--- config.mk ---
export PLATFORM = sky130hd
export DESIGN_NAME = dimension_sequencer
export DESIGN_NICKNAME = d
export VERILOG_FILES = /design/src/rtl/dimension_sequencer.sv
export SDC_FILE = /design/constraint.sdc
export NUM_CORES = 1
export LEC_CHECK = 0
export ABC_CLOCK_PERIOD_IN_PS = 1700
export CAP_MARGIN = 20
export CORE_AREA = 10 10 75 77
export DETAILED_ROUTE_END_ITERATION = 8
export DIE_AREA = 0 0 85 87
export DONT_BUFFER_PORTS = 1
export PLACE_DENSITY_LB_ADDON = 0.3
export SLEW_MARGIN = 40
export SYNTH_ARGS = -nofsm -noshare
export SYNTH_HDL_FRONTEND = slang
export SYNTH_SLANG_ARGS = --single-unit
--- constraint.sdc ---
create_clock -name CLK -period 1.7 [get_ports CLK]
set_input_delay 0.255 -clock CLK [delete_from_list [all_inputs] [get_ports CLK]]
set_output_delay 0.255 -clock CLK [all_outputs]
set_load 0.02 [all_outputs]
--- src/rtl/dimension_sequencer.sv ---
// Sequences the X then Y sub-pixel filter passes of a motion vector over one
// shared filter datapath, skipping zero-fraction dimensions, and presents the result pair.
module dimension_sequencer #(
   parameter int RES_WIDTH = 16
) (
   input  logic                        CLK,
   input  logic                        RST,
   input  logic                        MV_VALID,
   output logic                        MV_READY,
   input  logic signed [3:0]           MV_X_FRAC,
   input  logic signed [3:0]           MV_Y_FRAC,
   output logic                        SELECT,
   output logic signed [3:0]           FRAC_OUT,
   output logic                        FRAC_VALID,
   input  logic                        FILT_DONE,
   input  logic signed [RES_WIDTH-1:0] FILT_RESULT,
   output logic                        RES_VALID,
   input  logic                        RES_READY,
   output logic signed [RES_WIDTH-1:0] RES_X,
   output logic signed [RES_WIDTH-1:0] RES_Y,
   output logic                        RES_X_SKIP,
   output logic                        RES_Y_SKIP,
   output logic [2:0]                  STATE
);

   // MV handshake: a pair transfers on a rising edge where MV_VALID && MV_READY.
   // Result handshake: the pair transfers on a rising edge where RES_VALID && RES_READY.
   typedef enum logic [2:0] {
      IDLE    = 3'd0,
      ISSUE_X = 3'd1,
      WAIT_X  = 3'd2,
      ISSUE_Y = 3'd3,
      WAIT_Y  = 3'd4,
      OUT     = 3'd5
   } state_t;

   state_t            state;
   state_t            state_nxt;
   logic signed [3:0] frac_x;
   logic signed [3:0] frac_y;
   logic              accept;

   assign accept = MV_VALID && MV_READY;
   assign STATE  = state;

   always_comb begin
      state_nxt  = state;
      MV_READY   = 1'b0;
      SELECT     = 1'b0;
      FRAC_OUT   = 4'sd0;
      FRAC_VALID = 1'b0;
      RES_VALID  = 1'b0;
      case (state)
         IDLE: begin
            MV_READY = 1'b1;
            if (MV_VALID) begin
               if (MV_X_FRAC != 4'sd0)      state_nxt = ISSUE_X;
               else if (MV_Y_FRAC != 4'sd0) state_nxt = ISSUE_Y;
               else                         state_nxt = OUT;
            end
         end
         ISSUE_X: begin
            SELECT     = 1'b1;
            FRAC_OUT   = frac_x;
            FRAC_VALID = 1'b1;
            state_nxt  = WAIT_X;
         end
         WAIT_X: begin
            SELECT = 1'b1;
            if (FILT_DONE) state_nxt = (frac_y != 4'sd0) ? ISSUE_Y : OUT;
         end
         ISSUE_Y: begin
            FRAC_OUT   = frac_y;
            FRAC_VALID = 1'b1;
            state_nxt  = WAIT_Y;
         end
         WAIT_Y: begin
            if (FILT_DONE) state_nxt = OUT;
         end
         OUT: begin
            RES_VALID = 1'b1;
            if (RES_READY) state_nxt = IDLE;
         end
         default: state_nxt = IDLE;
      endcase
   end

   always_ff @(posedge CLK) begin
      if (RST) begin
         state      <= IDLE;
         frac_x     <= 4'sd0;
         frac_y     <= 4'sd0;
         RES_X      <= '0;
         RES_Y      <= '0;
         RES_X_SKIP <= 1'b0;
         RES_Y_SKIP <= 1'b0;
      end else begin
         state <= state_nxt;
         // Results are cleared on accept so a skipped dimension reads back as zero.
         if (accept) begin
            frac_x     <= MV_X_FRAC;
            frac_y     <= MV_Y_FRAC;
            RES_X      <= '0;
            RES_Y      <= '0;
            RES_X_SKIP <= (MV_X_FRAC == 4'sd0);
            RES_Y_SKIP <= (MV_Y_FRAC == 4'sd0);
         end
         if (state == WAIT_X && FILT_DONE) RES_X <= FILT_RESULT;
         if (state == WAIT_Y && FILT_DONE) RES_Y <= FILT_RESULT;
      end
   end

endmodule

==> metrics, run 1 <==
outcome finished clean; Worst Setup End Kind output port; crit path buf inv count 3; Routed Wire Length 5020 um; clk slew on worst S/H paths 0.08 ns; Compound-Gate Fraction of Synth Area between 10% and 20%; # fillers ~390; initial core utilization between 40% and 50%; Final Power 0.00238 W; vias per cell 5.57; CP Depth 5; hold crit path type in2reg; CP max stage cell dfxtp_4; Register Area a little over 900 um2; area delta synth->final 9.89%; GR Overflow Total 0; pin count of the biggest net entering global routing 46; WP data arrival ~1.3 ns; IO Count 74; crit-path cells buf_8, buf_4, xnor2_1, nor2_1, buf_4; first-pass GRT wire length slightly above 8000 um; Synth Area in Simple Gates between 30% and 40%; Mapped Nets about 260; GRT Overall Usage between 10% and 20%; RSZ-0062 raised after global routing false; wire per inst about 18 um; later-pin clock latency in the skew report between 0.2 and 0.3 ns; worst hold path cell count 1; max_cap viols 0; register area share after synthesis 45.1%; Leak Pwr 0.712 nW; DR vias between 1500 and 2000; final hold viol count 0; core box area between 4000 and 5000 um2; Fin Clk Skew just over 0.004 ns; final setup fails 0; vias in the first global route between 1500 and 2000; startpoint types flip-flop; most frequent cells in the layout nand2_1 (52), dfxtp_1 (44), a21oi_1 (44); Synth Area in Adders 0%; Final nets around 260; Post-Syn Area approximately 2000 um2; Routed Antenna Nets 0; HPWL after DPL between 3000 and 4000 um; area of the die around 7400 um2; die width about 85 um; clk sinks 45; #FFs+latches synth 45; Inserted Clock Buffers 5; Multi-input gate area around 980 um2; largest family of logic cells by synthesized area simple AND/OR/NAND/NOR gates; I/O Buffers 0; post-CTS setup buffer count 0; clk root buf clkbuf_8; CTS Hold Bufs 0; final period utilization between 90% and 100%; initial drt markers 132; ant diodes 0; DRT Pass-1 Iters 6; H-tree Lvls 2; most frequent CP cell buf_4; Worst Reg-to-Reg Cells 3; synthesized instance count 230; Post-synth ARST share 0%; site row count 24; Worst path top cell family by delay buffers and inverters; Tmin final 1.59 ns; Cell Pwr Density between 1000 and 1500 nW/um2; slowest cell delay on critical path 0.37 ns; clk buf depth 2; Max Fclk about 630 MHz; DRC Markers 0; GP Congestion approximately 0.75; worst path required time around 1.4 ns; syn avg cell area 8.69 um2; WS Path Type reg2out; CTS tree done; CP Max Fanout 13; post-route setup TNS 0 ns; Peak supply drop approximately 0.6 mV; commonest non-fill, non-tap cell in the layout nand2_1; EDFF count, synth 0; Max Transition Viols Final 0; initial antenna violation count 0; post-synth cell types 29; Worst Tran Pin Value between 0.5 and 0.6 ns; post-CTS sizing 2; die height between 80 and 90 um; synth warn 0; xor/xnor cell area share of the yosys netlist less than 1%; layout cell share with drive strength beyond 1 a little over a fifth; multiplexer area fraction after synthesis approximately 2.0%; Primary FF master, synth dfxtp_1; Final Core Density 51.9%; Worst slew margin between 60% and 70%
-- synthesized netlist by cell type (2+ instances only) --
library cell / count / area, um2
mux2i_1: 4 / 40.0
nand3_2: 19 / 190
a21oi_1: 44 / 220
nor4_1: 3 / 18.8
nand4bb_1: 2 / 22.5
dfxtp_1: 45 / 901
clkbuf_1: 7 / 26.3
nor2_1: 8 / 30.0
buf_6: 6 / 67.6
buf_2: 8 / 40.0
nor4bb_1: 2 / 20.0
nand3_1: 14 / 70.1
nand2_1: 52 / 195
-- worst reg2reg max path, cell delays in order, from the launching register on --
cell,delay (ns)
dfxtp_4,0.37
or4b_4,0.80
nand3_1,0.21
a21oi_1,0.08
-- routing by layer --
layer / track usage [%] / routed length (um)
met2: 21.7 / 2460
met5: 0 / 0
met4: 4.19 / 19
met3: 7.87 / 589
met1: 15.2 / 1950
-- cell type report --
class | count | share of cell area [%]
Tap cell | 52 | 2.96
Timing Repair Buffer | 19 | 7.01
Multi-Input combinational cell | 162 | 44.7
Clock buffer | 7 | 3.93
Sequential cell | 45 | 41.2
Inverter | 1 | 0.171
-- through the flow --
step | cells | hold slack (ns) | cell area [um2] | worst slack [ns]
6_report | 286 | 0.0286 | 2200 | 0.109
5_1_grt | 286 | 0.00718 | 2200 | 0.0223
4_1_cts | 286 | 0.0142 | 2190 | 0.0636
3_5_place_dp | 279 | 0.328 | 2090 | 0.148
3_3_place_gp | 279 | 0.326 | 2090 | 0.173
2_1_floorplan | 230 | 0.391 | 2000 | 0.143
-- registers in the layout, summed over array words and instances (netlist names) --
name / count
frac_x: 4
RES_Y: 16
RES_Y_SKIP: 1
frac_y: 4
RES_X: 16
STATE: 3
RES_X_SKIP: 1
-- kinds of logic after synthesis --
logic type	Yosys count
and+or+nand+nor	107
AOI/OAI and AO/OA	50
DFF	45
buffers and inverters	23
muxes	4
xor gates and xnor gates	1
-- worst paths after layout --
check	from	endpoint	slack (ns)
setup / recovery	STATE[1]	SELECT	0.11
setup reg to reg	STATE[1]	RES_X[6]	0.14
hold reg to reg	frac_x[3]	frac_x[3]	0.46
hold / removal	RST	RES_X[7]	0.03
-- power by group --
| part | total [W] | switching, W | internal, W |
|---|---|---|---|
| Combinational | 0.000535 | 0.000335 | 0.000199 |
| Clock | 0.000646 | 0.000323 | 0.000323 |
| Sequential | 0.00120 | 0.0000815 | 0.00112 |
| Total | 0.00238 | 0.000740 | 0.00164 |
Note: power is estimated with default switching activity, not from simulation.
==> run 2: changes to the inputs <==
ABC_CLOCK_PERIOD_IN_PS = 1500   (was 1700)
SETUP_SLACK_MARGIN = 0.15   (was unset)
clock period = 1.5 ns   (was 1.7 ns; I/O delays follow)
==> metrics, run 2 (synthesis results as in run 1) <==
Inserted Clock Buffers 5 (unchanged); Final nets 275 (+4.6%); vias in the first global route 1547 (-3.1%); initial drt markers 110 (-17%); startpoint types flip-flop; Peak supply drop 0.601 mV (+1.4%); clk buf depth 2 (unchanged); area delta synth->final 40.9%; Tmin final around 1.5 ns; CP max stage cell or4b_4; pre-CTS WS 0.133 ns (-0.0145 ns); wire per inst 20.6 um (+18%); hold crit path type in2reg; pin count of the biggest net entering global routing 45 (-2.2%); later-pin clock latency in the skew report 0.29 ns (about the same); outcome finished clean; combinational power share 34.9% (+12 points); Worst Tran Pin Value 0.473 ns (-0.0992 ns); Worst Setup End Kind flip-flop; DR vias 1722 (+8.2%); Max Fclk between 600 and 700 MHz; crit-path cells or4b_4, clkbuf_16, nand3_2, a21oi_1; WS Path Type reg2reg; GP Congestion 0.748 (+0.36%); max_cap viols 0 (unchanged); Hold Slack 0.0399 ns (+0.0113 ns); final setup fails 0 (unchanged); internal power 0.00215 W (+31%); clock share of power 22.4% (-4.8 points); layout cell share with drive strength beyond 1 43.5% (+22 points); H-tree Lvls 2 (unchanged); ant diodes 0 (unchanged); Final Power 0.00324 W (+36%); initial core utilization 47.2% (unchanged); WP data arrival 1.63 ns (+0.29 ns); DRC Markers 0 (unchanged); most frequent cells in the layout nand2_1 (43), dfxtp_1 (42), a21oi_1 (29); Switching Fraction 33.6% (+2.5 points); area of the die 7400 um2 (unchanged); Worst slew margin 68.2% (+6.3 points); commonest non-fill, non-tap cell in the layout nand2_1; CTS tree done; GR Overflow Total 0 (unchanged); largest registers RES_X (16), RES_Y (16); vias per cell 5.78 (+3.8%); RSZ-0062 raised after global routing true; clk sinks 45 (unchanged); final period utilization slightly below 100%; first-pass GRT wire length 8850 um (+7.1%); Routed Antenna Nets 0 (unchanged); site row count 24 (unchanged); clk root buf clkbuf_8; worst path required time 1.68 ns (+0.24 ns); Psw 0.00109 W (+47%); GRT Overall Usage 14.6% (+0.84 points); core box area 4230 um2 (unchanged); slowest cell delay on critical path 0.61 ns (+0.24 ns); HPWL after DPL 3540 um (-0.55%); Cell Pwr Density 1150 nW/um2 (+6.3%); Fin Clk Skew 0.00530 ns (+0.00120 ns); Routed Wire Length 6150 um (+22%); IO Count 74 (unchanged); final hold viol count 0 (unchanged); die width 85 um (unchanged); clk slew on worst S/H paths 0.08 ns (about the same); initial antenna violation count 0 (unchanged); die height 87 um (unchanged); Max Transition Viols Final 0 (unchanged); DRT Pass-1 Iters 4 (-2); setup ws final 0.0498 ns (-0.0588 ns); Leak Pwr 0.928 nW (+30%); CP Max Fanout 9 (-4); share of power burned in registers 42.6% (-7.8 points); I/O Buffers 0 (unchanged)
==> run 2: power by group through the flow <==
stage / sequential (W) / combinational [W] / clock [W]
detailed placement: 0.00139 / 0.000682 / 0
global placement: 0.00138 / 0.000674 / 0
CTS: 0.00138 / 0.000907 / 0.000741
global route: 0.00139 / 0.00120 / 0.000787
finish: 0.00138 / 0.00113 / 0.000727
floorplan: 0.00139 / 0.000523 / 0
==> run 2: per-stage QoR <==
step / cell area (um2) / cells / TNS (ns) / utilization, %
4_1_cts: 2500 / 290 / 0 / 59.0
5_1_grt: 2820 / 298 / -0.00706 / 66.5
2_1_floorplan: 2030 / 230 / 0 / -
6_report: 2820 / 298 / 0 / 66.5
3_5_place_dp: 2170 / 274 / 0 / 51.2
3_3_place_gp: 2170 / 274 / 0 / 51.2
==> run 2: layout make-up <==
type	count	area (um2)
well taps	52	65.1
clock inverters	1	8.76
inverters	1	3.75
flip-flops and latches	45	907
clock buffers	6	72.6
repair buffers	31	503
fillers	350	1420
multi-input cells	162	1250
==> run 2: routing by layer <==
metal  GRT usage (%)  vias up  part of all wire, %
li1                -      823                    -
met1            17.5      818                   39
met2            22.3       71                   49
met3            7.02       10                   10
met4            4.64        0                  1.5
met5               0        -                    0
==> run 2: worst paths after layout <==
check	startpoint	cells past startpoint	slack [ns]	end
setup / recovery	STATE[1]	4	0.05	RES_Y[7]
setup reg to reg	STATE[1]	4	0.05	RES_Y[7]
hold reg to reg	frac_x[0]	2	0.50	frac_x[0]
hold / removal	FILT_RESULT[11]	2	0.04	RES_X[11]
==> run 2: critical path, delay by kind of cell (launching register included) <==
| family | cells | cell delay [ns] |
|---|---|---|
| compound gates | 1 | 0.06 |
| buf+inv | 1 | 0.22 |
| flops | 1 | 0.38 |
| simple gates | 2 | 0.67 |
==> run 2: timing repair <==
action | 4_1_cts | 5_1_grt
resized for setup | 24 | 43
pin swaps | 3 | 24
hold buffers | 1 | 0
setup endpoints to repair | 34 | 53
hold endpoints to repair | 44 | 0
gates cloned | 2 | 6
buffers inserted | 6 | 2
